**src/rtl/diferenca_sequencial_if.sv**
```systemverilog
// Bus between the accumulator stream and the sequential difference checker.
// slave = checker side, master = stream producer / observer side.
interface diferenca_sequencial_if #(
  parameter int LARGURA      = 8,
  parameter int LARGURA_CONT = 8
);
  logic [LARGURA-1:0]      entrada;
  logic                    entrada_valida;
  logic                    limpar;
  logic [LARGURA-1:0]      delta;
  logic                    delta_valido;
  logic [LARGURA_CONT-1:0] indice;
  logic                    travado;
  logic                    erro;
  logic [LARGURA_CONT-1:0] erros;

  modport slave (
    input  entrada, entrada_valida, limpar,
    output delta, delta_valido, indice, travado, erro, erros
  );

  modport master (
    output entrada, entrada_valida, limpar,
    input  delta, delta_valido, indice, travado, erro, erros
  );
endinterface

```
**src/rtl/diferenca_sequencial.sv**
```systemverilog
// Recovers increments of an accumulated-sum stream by subtraction and checks
// them against a self-incrementing expected increment.
//
// state      | meaning
// VAZIO      | no previous sample stored yet
// ADQUIRINDO | previous sample held; next delta seeds the expected increment
// RASTREANDO | locked; every delta is compared against esperado
// PERDIDO    | too many consecutive mismatches; next delta is discarded
module diferenca_sequencial #(
  parameter int LARGURA      = 8,
  parameter int LARGURA_CONT = 8,
  parameter int LIMITE_ERROS = 3
) (
  input  logic                 clock,
  input  logic                 reset,
  diferenca_sequencial_if.slave bus
);

  localparam int CW = (LIMITE_ERROS < 2) ? 1 : $clog2(LIMITE_ERROS + 1);
  localparam logic [CW-1:0]           LIMITE_C  = CW'(LIMITE_ERROS);
  localparam logic [LARGURA_CONT-1:0] ERROS_MAX = '1;

  typedef enum logic [1:0] {
    VAZIO      = 2'd0,
    ADQUIRINDO = 2'd1,
    RASTREANDO = 2'd2,
    PERDIDO    = 2'd3
  } estado_t;

  estado_t                 estado, estado_prox;
  logic [LARGURA-1:0]      anterior, anterior_prox;
  logic [LARGURA-1:0]      esperado, esperado_prox;
  logic [CW-1:0]           consecutivos, consecutivos_prox;
  logic [LARGURA-1:0]      delta_r, delta_prox;
  logic                    delta_valido_r, delta_valido_prox;
  logic [LARGURA_CONT-1:0] indice_r, indice_prox;
  logic                    travado_r, travado_prox;
  logic                    erro_r, erro_prox;
  logic [LARGURA_CONT-1:0] erros_r, erros_prox;
  logic [LARGURA-1:0]      diferenca;
  logic [CW-1:0]           consecutivos_inc;

  // Modular subtraction: stream wrap-around yields the true increment.
  assign diferenca        = bus.entrada - anterior;
  assign consecutivos_inc = consecutivos + CW'(1);

  always_ff @(posedge clock) begin
    if (reset) begin
      estado         <= VAZIO;
      anterior       <= '0;
      esperado       <= '0;
      consecutivos   <= '0;
      delta_r        <= '0;
      delta_valido_r <= 1'b0;
      indice_r       <= '0;
      travado_r      <= 1'b0;
      erro_r         <= 1'b0;
      erros_r        <= '0;
    end else begin
      estado         <= estado_prox;
      anterior       <= anterior_prox;
      esperado       <= esperado_prox;
      consecutivos   <= consecutivos_prox;
      delta_r        <= delta_prox;
      delta_valido_r <= delta_valido_prox;
      indice_r       <= indice_prox;
      travado_r      <= travado_prox;
      erro_r         <= erro_prox;
      erros_r        <= erros_prox;
    end
  end

  always_comb begin
    estado_prox       = estado;
    anterior_prox     = anterior;
    esperado_prox     = esperado;
    consecutivos_prox = consecutivos;
    delta_prox        = delta_r;
    delta_valido_prox = 1'b0;
    indice_prox       = indice_r;
    travado_prox      = travado_r;
    erro_prox         = 1'b0;
    erros_prox        = bus.limpar ? '0 : erros_r;

    if (bus.entrada_valida) begin
      anterior_prox = bus.entrada;
      indice_prox   = indice_r + LARGURA_CONT'(1);
      unique case (estado)
        VAZIO: begin
          estado_prox = ADQUIRINDO;
        end
        ADQUIRINDO: begin
          delta_prox        = diferenca;
          delta_valido_prox = 1'b1;
          esperado_prox     = diferenca + LARGURA'(1);
          consecutivos_prox = '0;
          travado_prox      = 1'b1;
          estado_prox       = RASTREANDO;
        end
        RASTREANDO: begin
          delta_prox        = diferenca;
          delta_valido_prox = 1'b1;
          esperado_prox     = esperado + LARGURA'(1);
          if (diferenca == esperado) begin
            consecutivos_prox = '0;
          end else begin
            erro_prox         = 1'b1;
            consecutivos_prox = consecutivos_inc;
            if (!bus.limpar && erros_r != ERROS_MAX)
              erros_prox = erros_r + LARGURA_CONT'(1);
            if (consecutivos_inc >= LIMITE_C) begin
              estado_prox  = PERDIDO;
              travado_prox = 1'b0;
            end
          end
        end
        PERDIDO: begin
          delta_prox        = diferenca;
          delta_valido_prox = 1'b1;
          estado_prox       = ADQUIRINDO;
        end
        default: estado_prox = VAZIO;
      endcase
    end
  end

  assign bus.delta        = delta_r;
  assign bus.delta_valido = delta_valido_r;
  assign bus.indice       = indice_r;
  assign bus.travado      = travado_r;
  assign bus.erro         = erro_r;
  assign bus.erros        = erros_r;

endmodule

```
**src/flat_wrapper.sv**
```systemverilog
// flat-port wrapper written by rule: the top's interface ports become plain ports
module diferenca_sequencial_flat 
#(
  parameter int LARGURA      = 8,
  parameter int LARGURA_CONT = 8,
  parameter int LIMITE_ERROS = 3
)
  (clock, reset, bus_entrada, bus_entrada_valida, bus_limpar, bus_delta, bus_delta_valido, bus_indice, bus_travado, bus_erro, bus_erros);
  diferenca_sequencial_if #(.LARGURA(LARGURA), .LARGURA_CONT(LARGURA_CONT)) bus_i ();
  input  logic clock;
  input  logic reset;
  input wire logic [$bits(bus_i.entrada)-1:0] bus_entrada;
  input wire logic [$bits(bus_i.entrada_valida)-1:0] bus_entrada_valida;
  input wire logic [$bits(bus_i.limpar)-1:0] bus_limpar;
  output wire logic [$bits(bus_i.delta)-1:0] bus_delta;
  output wire logic [$bits(bus_i.delta_valido)-1:0] bus_delta_valido;
  output wire logic [$bits(bus_i.indice)-1:0] bus_indice;
  output wire logic [$bits(bus_i.travado)-1:0] bus_travado;
  output wire logic [$bits(bus_i.erro)-1:0] bus_erro;
  output wire logic [$bits(bus_i.erros)-1:0] bus_erros;
  assign bus_i.entrada = bus_entrada;
  assign bus_i.entrada_valida = bus_entrada_valida;
  assign bus_i.limpar = bus_limpar;
  assign bus_delta = bus_i.delta;
  assign bus_delta_valido = bus_i.delta_valido;
  assign bus_indice = bus_i.indice;
  assign bus_travado = bus_i.travado;
  assign bus_erro = bus_i.erro;
  assign bus_erros = bus_i.erros;
  diferenca_sequencial #(.LARGURA(LARGURA), .LARGURA_CONT(LARGURA_CONT), .LIMITE_ERROS(LIMITE_ERROS)) u_core (.clock(clock), .reset(reset), .bus(bus_i));
endmodule
```
**config.mk**
```make
export PLATFORM = sky130hd
export DESIGN_NAME = diferenca_sequencial_flat
export DESIGN_NICKNAME = d
export VERILOG_FILES = /design/src/rtl/diferenca_sequencial_if.sv /design/src/rtl/diferenca_sequencial.sv /design/src/flat_wrapper.sv
export SDC_FILE = /design/constraint.sdc
export NUM_CORES = 1
export LEC_CHECK = 0
export ABC_CLOCK_PERIOD_IN_PS = 3500
export BUFFER_PORTS_ARGS = -buffer_cell sky130_fd_sc_hd__buf_2
export CORE_UTILIZATION = 55
export CTS_CLUSTER_DIAMETER = 120
export CTS_CLUSTER_SIZE = 12
export DETAILED_ROUTE_END_ITERATION = 12
export PLACE_DENSITY_LB_ADDON = 0.3
export RECOVER_POWER = 100
export SYNTH_ARGS = -nofsm -noshare
export SYNTH_HDL_FRONTEND = slang
export SYNTH_SLANG_ARGS = --single-unit
export TNS_END_PERCENT = 50
```
**constraint.sdc**
```tcl
create_clock -name clock -period 3.5 [get_ports clock]
set_clock_uncertainty 0.2 [all_clocks]
set_input_delay 0.35 -clock clock [delete_from_list [all_inputs] [get_ports clock]]
set_output_delay 0.35 -clock clock [all_outputs]
set_load 0.05 [all_outputs]
```
## Word level (Yosys, flattened, before mapping)

Index checks and enable logic that the tools add are counted.

- Bitwise logic cells: 2
- Add/subtract/negate cells: 6
- Mux-type cells: 16
- Order comparisons: 1
- Reduce and logical (&&, ||, !) cells: 12
- Equality and inequality tests: 7

Operators with widths:

| kind | count |
|---|---|
| $mux W8 | 5 |
| $add A8 B1 Y8 const B | 4 |
| $pmux W8 S2 | 1 |
| $eq A8 B8 Y1 | 1 |
| $ne A8 B8 Y1 const B | 1 |
| $sub A8 B8 Y8 | 1 |
| $mux W2 | 3 |
| $pmux W2 S3 | 1 |
| $reduce_or A3 Y1 | 2 |
| $eq A2 B2 Y1 const B | 2 |
| $mux W1 | 4 |
| $pmux W2 S2 | 1 |
| $reduce_and A2 Y1 | 2 |
| $reduce_and A4 Y1 | 1 |
| $reduce_or A2 Y1 | 2 |
| $reduce_and A3 Y1 | 1 |
| $add A2 B1 Y2 const B | 1 |
| $eq A2 B1 Y1 const B | 1 |
| $ge A2 B2 Y1 const B | 1 |
| $logic_not A2 Y1 | 1 |
| $ne A2 B1 Y1 const B | 1 |
| $ne A2 B2 Y1 const B | 1 |
| $not A1 Y1 | 2 |
| $pmux W1 S2 | 1 |
| other kinds (3) | 3 |

- Input bits: 12
- Word-level logic and storage cells: 54
- Output and inout bits: 27
- Flip-flop bits (word level): 47

## Depth between registers and ports, before layout

- Depth in word-level cells: 6
- Mapped depth: 14
- Depth with buffers taken out: 14

## Worst setup path before layout

OpenSTA, ideal clock, no wires.

- Kind: input port to flip-flop
- From: input port bus_entrada[0]
- To: register u_core.estado[0]
- Arrival: 2.794 ns
- Stages: 11
- Buffers on the path: 0
- Setup slack: 0.443 ns
- Data required time: 3.237 ns
- Cell sequence: inv_1 ha_1 inv_1 fa_1 xor2_1 xor2_1 or4_1 nor4b_4 a31o_2 mux2_4 nor2_2

- Cells in the longest elaborated chain, start to end: 4

Ends and longest elaborated chain:

| what | RTL line | RTL |
|---|---|---|
| start: declaration | flat_wrapper.sv:12 | `input wire logic [$bits(bus_i.entrada)-1:0] bus_entrada;` |
| $sub A8 B8 Y8 | diferenca_sequencial.sv:44 | `assign diferenca = bus.entrada - anterior;` |
| $eq A8 B8 Y1 | diferenca_sequencial.sv:104 | `if (diferenca == esperado) begin` |
| $ne A2 B2 Y1 (no line) | n/a |  |
| $reduce_and A3 Y1 (no line) | n/a |  |
| end signal: assignment | diferenca_sequencial.sv:60 | `estado <= estado_prox;` |
| end: declaration | diferenca_sequencial.sv:30 | `estado_t estado, estado_prox;` |

No other way between the ends.
A chain may end at the register's enable or synchronous reset.

## Worst setup path after layout

- From: register u_core.anterior[3]
- To: register u_core.erros_r[5], in the netlist u_core.bus.erros[5]

- Cells in the longest elaborated chain, start to end: 5

Ends and longest elaborated chain:

| what | RTL line | RTL |
|---|---|---|
| start: declaration | diferenca_sequencial.sv:31 | `logic [LARGURA-1:0] anterior, anterior_prox;` |
| start signal: assignment | diferenca_sequencial.sv:61 | `anterior <= anterior_prox;` |
| $sub A8 B8 Y8 | diferenca_sequencial.sv:44 |  |
| $eq A8 B8 Y1 | diferenca_sequencial.sv:104 |  |
| $mux W8 | diferenca_sequencial.sv:104 |  |
| $mux W8 | diferenca_sequencial.sv:88 | `unique case (estado)` |
| $mux W8 | diferenca_sequencial.sv:85 | `if (bus.entrada_valida) begin` |
| end signal: assignment | diferenca_sequencial.sv:69 | `erros_r <= erros_prox;` |
| end: declaration | diferenca_sequencial.sv:39 | `logic [LARGURA_CONT-1:0] erros_r, erros_prox;` |

No other way between the ends.

==> flow_metrics.py <==
metrics = {
    "yosys": {
        "synth-adder-area-share_pct": 7.64,
        "synth_top_area_share_pct": 34.6,
        "yosys.area_share.simple_pct": 20.7,
        "syn_nets": 346,
        "yosysMostFrequentCell": "dfxtp_1",
        "yosys-top-cells-area": "dfxtp_1 35%, ha_1 6.9%, mux2i_1 5.2%",
        "synthTopCellsByCount": "47 x dfxtp_1, 37 x nand2_1, 35 x nor2_1, 19 x a21oi_1, 18 x inv_1",
        "synth_area_per_cell_um2": 8.55,
        "synth.distinct_cells": 55,
        "muxShareOfSynthArea_pct": 5.71,
        "syn_inst": 318,
        "yosys_warnings": 0,
        "yosysTopAreaCell": "dfxtp_1",
        "synth_top_family_by_area": "simple AND/OR/NAND/NOR gates",
        "ys_seq_area_share_pct": 34.6,
        "dominantRegCellSynth": "dfxtp_1",
        "ys_ff_latch": 47,
        "synth_compound_area_share_pct": 16.5,
        "syn_area_mm2": 0.00272,
        "synth-xor-area-share_pct": 9.62,
        "synth_edf_count": 0,
        "synthArstFlopShare_pct": 0,
    },
    "die": {
        "dieHeight_um": 72.3,
        "fp.dieW_um": 72.3,
        "ios": 39,
        "fp.dieArea_mm2": 0.00523,
        "initial_core_util_pct": 57.5,
        "coreArea_mm2": 0.00472,
        "core.rowCount": 25,
    },
    "sta": {
        "fin_tns_setup_ns": 0,
        "finalCritPeriodShare_pct": 92.9,
        "rsz0062_at_grt": "no",
        "worst_slew_pin_slew_ns": 1.15,
        "holdWs_ns": 0.108,
        "drv_slew": 0,
        "fin_ws_ns": 0.247,
        "hold_viol": 0,
        "max_slew_margin_pct": 23.3,
        "finalSetupViolations": 0,
        "fmax_ghz": 0.307,
        "period_needed_ns": 3.25,
    },
    "pwr": {
        "power.density_mw_per_mm2": 453,
        "irDropWorstVdd_mv": 0.297,
        "p_leak_nw": 1.20,
    },
    "placed_design": {
        "gp_congestion": 0.791,
        "placed_area_mm2": 0.00294,
        "portBuffers": 38,
        "preCtsSetupSlack_ns": 0.0616,
        "dp.final_hpwl_um": 4010,
    },
    "min_path": {
        "min_path_type": "input pin to flip-flop",
        "hold_end": "u_core.anterior[6]",
        "min_path_cells": 3,
        "hold_start": "bus_entrada[6]",
    },
    "setup_path": {
        "rr_startpoint": "u_core.anterior[3]",
        "crit_fanout": 12,
        "cpPeakStageDelay_ns": 0.53,
        "cp_slowest_cell": "a211oi_1",
        "crit_required_ns": 3.50,
        "arrival_ns": 3.26,
        "reg2regPathDepth": 10,
        "cp_cell_sequence": "inv_1 > ha_1 > nand2_1 > a211oi_1 > o211ai_1 > a2bb2oi_1 > xnor2_1 > a21oi_2 > a31oi_1 > a41o_1",
        "start_kind": "flip-flop",
        "r2r_end": "u_core.bus.erros[5]",
        "crit_path_end_kind": "flip-flop",
        "criticalPathCategory": "flip-flop to flip-flop",
        "ff2ff_setup_slack_ns": 0.25,
    },
    "finish": {
        "antenna_cells": 0,
        "final-seq-area_um2": 941,
        "multi_input_area_mm2": 0.00161,
        "drive_gt1_share_pct": 8.86,
        "final_cell_area_mm2": 0.00299,
        "fillers": 427,
        "areaGrowthSynthToFinish_pct": 9.94,
        "fin_nets": 378,
    },
    "clocking": {
        "clock_latency_ns": 0.30,
        "post_cts_resized": 0,
        "clk_pin_slew_ns": 0.09,
        "clock_path_buffers": 2,
        "htree_levels": 2,
        "cts_root_buf": "clkbuf_8",
        "cts_hold_buffers": 0,
        "cts_tree": "done",
        "cts_buffers": 5,
        "cts.sinks": 47,
        "postCtsSetupBuffers": 0,
    },
    "route": {
        "first_pass_iters": 4,
        "drtIter0Drc": 185,
        "viasPerCell": 5.44,
        "finalWirelength_um": 5620,
        "drc_errors": 0,
        "avgRoutedWirePerCell_um": 13.5,
        "vias": 2268,
        "ant_nets": 0,
    },
    "global_routing": {
        "antenna_found_initial": 0,
        "grt_pass1_vias": 2173,
        "grt_max_degree": 41,
        "grt_pass1_wl_um": 9530,
        "grtUsageTotal_pct": 23.1,
        "overflow": 0,
    },
    "run": {
        "maxCapViolations": 0,
    },
    "run_status": {
        "outcome": "completed",
    },
}
-- through the flow --
stage                     utilization, %  cells  total power [mW]
after CTS                           64.6    417              1.38
after global routing                63.3    417              1.42
final                               63.3    417              1.35
after detailed placement            62.3    410             0.987
after floorplan                        -    318             0.904
after global placement              62.3    410             0.978
-- worst max path at each step --
stage,end,slack [ns],start
detailed placement,u_core.bus.erros[7],0.06,bus_entrada[0]
global placement,u_core.bus.erros[7],0.15,bus_entrada[0]
floorplan,u_core.estado[0],0.44,bus_entrada[0]
CTS,u_core.bus.erros[7],0.23,u_core.anterior[0]
global route,u_core.bus.erros[6],0.04,u_core.anterior[0]
finish,u_core.bus.erros[5],0.25,u_core.anterior[3]
-- area by class of cell --
cell class	count	area share, %
timing repair buffer	41	5.82
sequential	47	31.5
inverter	19	2.39
clock inverter	2	1.26
clock buffer	5	2.30
tap	67	2.81
multi-input combinational	236	53.9
-- per-layer routing --
| layer | routed length (um) | up-vias | track usage (%) |
|---|---|---|---|
| met5 | 0 | - | 0 |
| met4 | 87 | 0 | 7.63 |
| met3 | 195 | 9 | 4.72 |
| met2 | 2610 | 36 | 39.4 |
| met1 | 2720 | 1066 | 29.0 |
| li1 | - | 1157 | - |
-- power by group --
part,internal (mW),switching (mW),leakage (nW)
Combinational,0.137,0.238,0.762
Sequential,0.567,0.0247,0.383
Clock,0.209,0.178,0.0502
Total,0.913,0.441,1.20
-- worst max-delay path: cells and delay by family, from the launching register on --
kind                       cells  cell delay [ns]
xor gates and xnor gates       1             0.20
adders and majority gates      1             0.42
buffers and inverters          1             0.05
DFF                            1             0.34
and+or+nand+nor                1             0.09
AOI/OAI and AO/OA              6             1.86
-- placed cells by master (no fill, tap or decap), types with 5 or more instances in the layout --
cell and count:
nor2_1 35, xnor2_1 10, buf_2 10, a211oi_1 7, clkbuf_8 5, nand3_1 7, nand4_1 5, ha_1 15
inv_1 19, nand2_1 38, mux2i_1 14, o21ai_0 11, xor2_1 12, dfxtp_1 47, a21oi_1 20, clkbuf_1 29
-- registers in the layout, summed over array words and instances, names as in the netlist, 2 cells and up --
register / flops
u_core.anterior: 8
u_core.bus.delta: 8
u_core.bus.erros: 8
u_core.bus.indice: 8
u_core.consecutivos: 2
u_core.esperado: 8
u_core.estado: 2
-- kinds of logic (layout without fill, tap and decap cells) --
logic type	Yosys count	after routing
simple gates	115	115
xor+xnor	25	25
fa+ha+maj	16	16
compound gates	65	65
mux	15	15
flops	47	47
buf+inv	35	67
No activity file was read; power rests on OpenSTA's default activity.
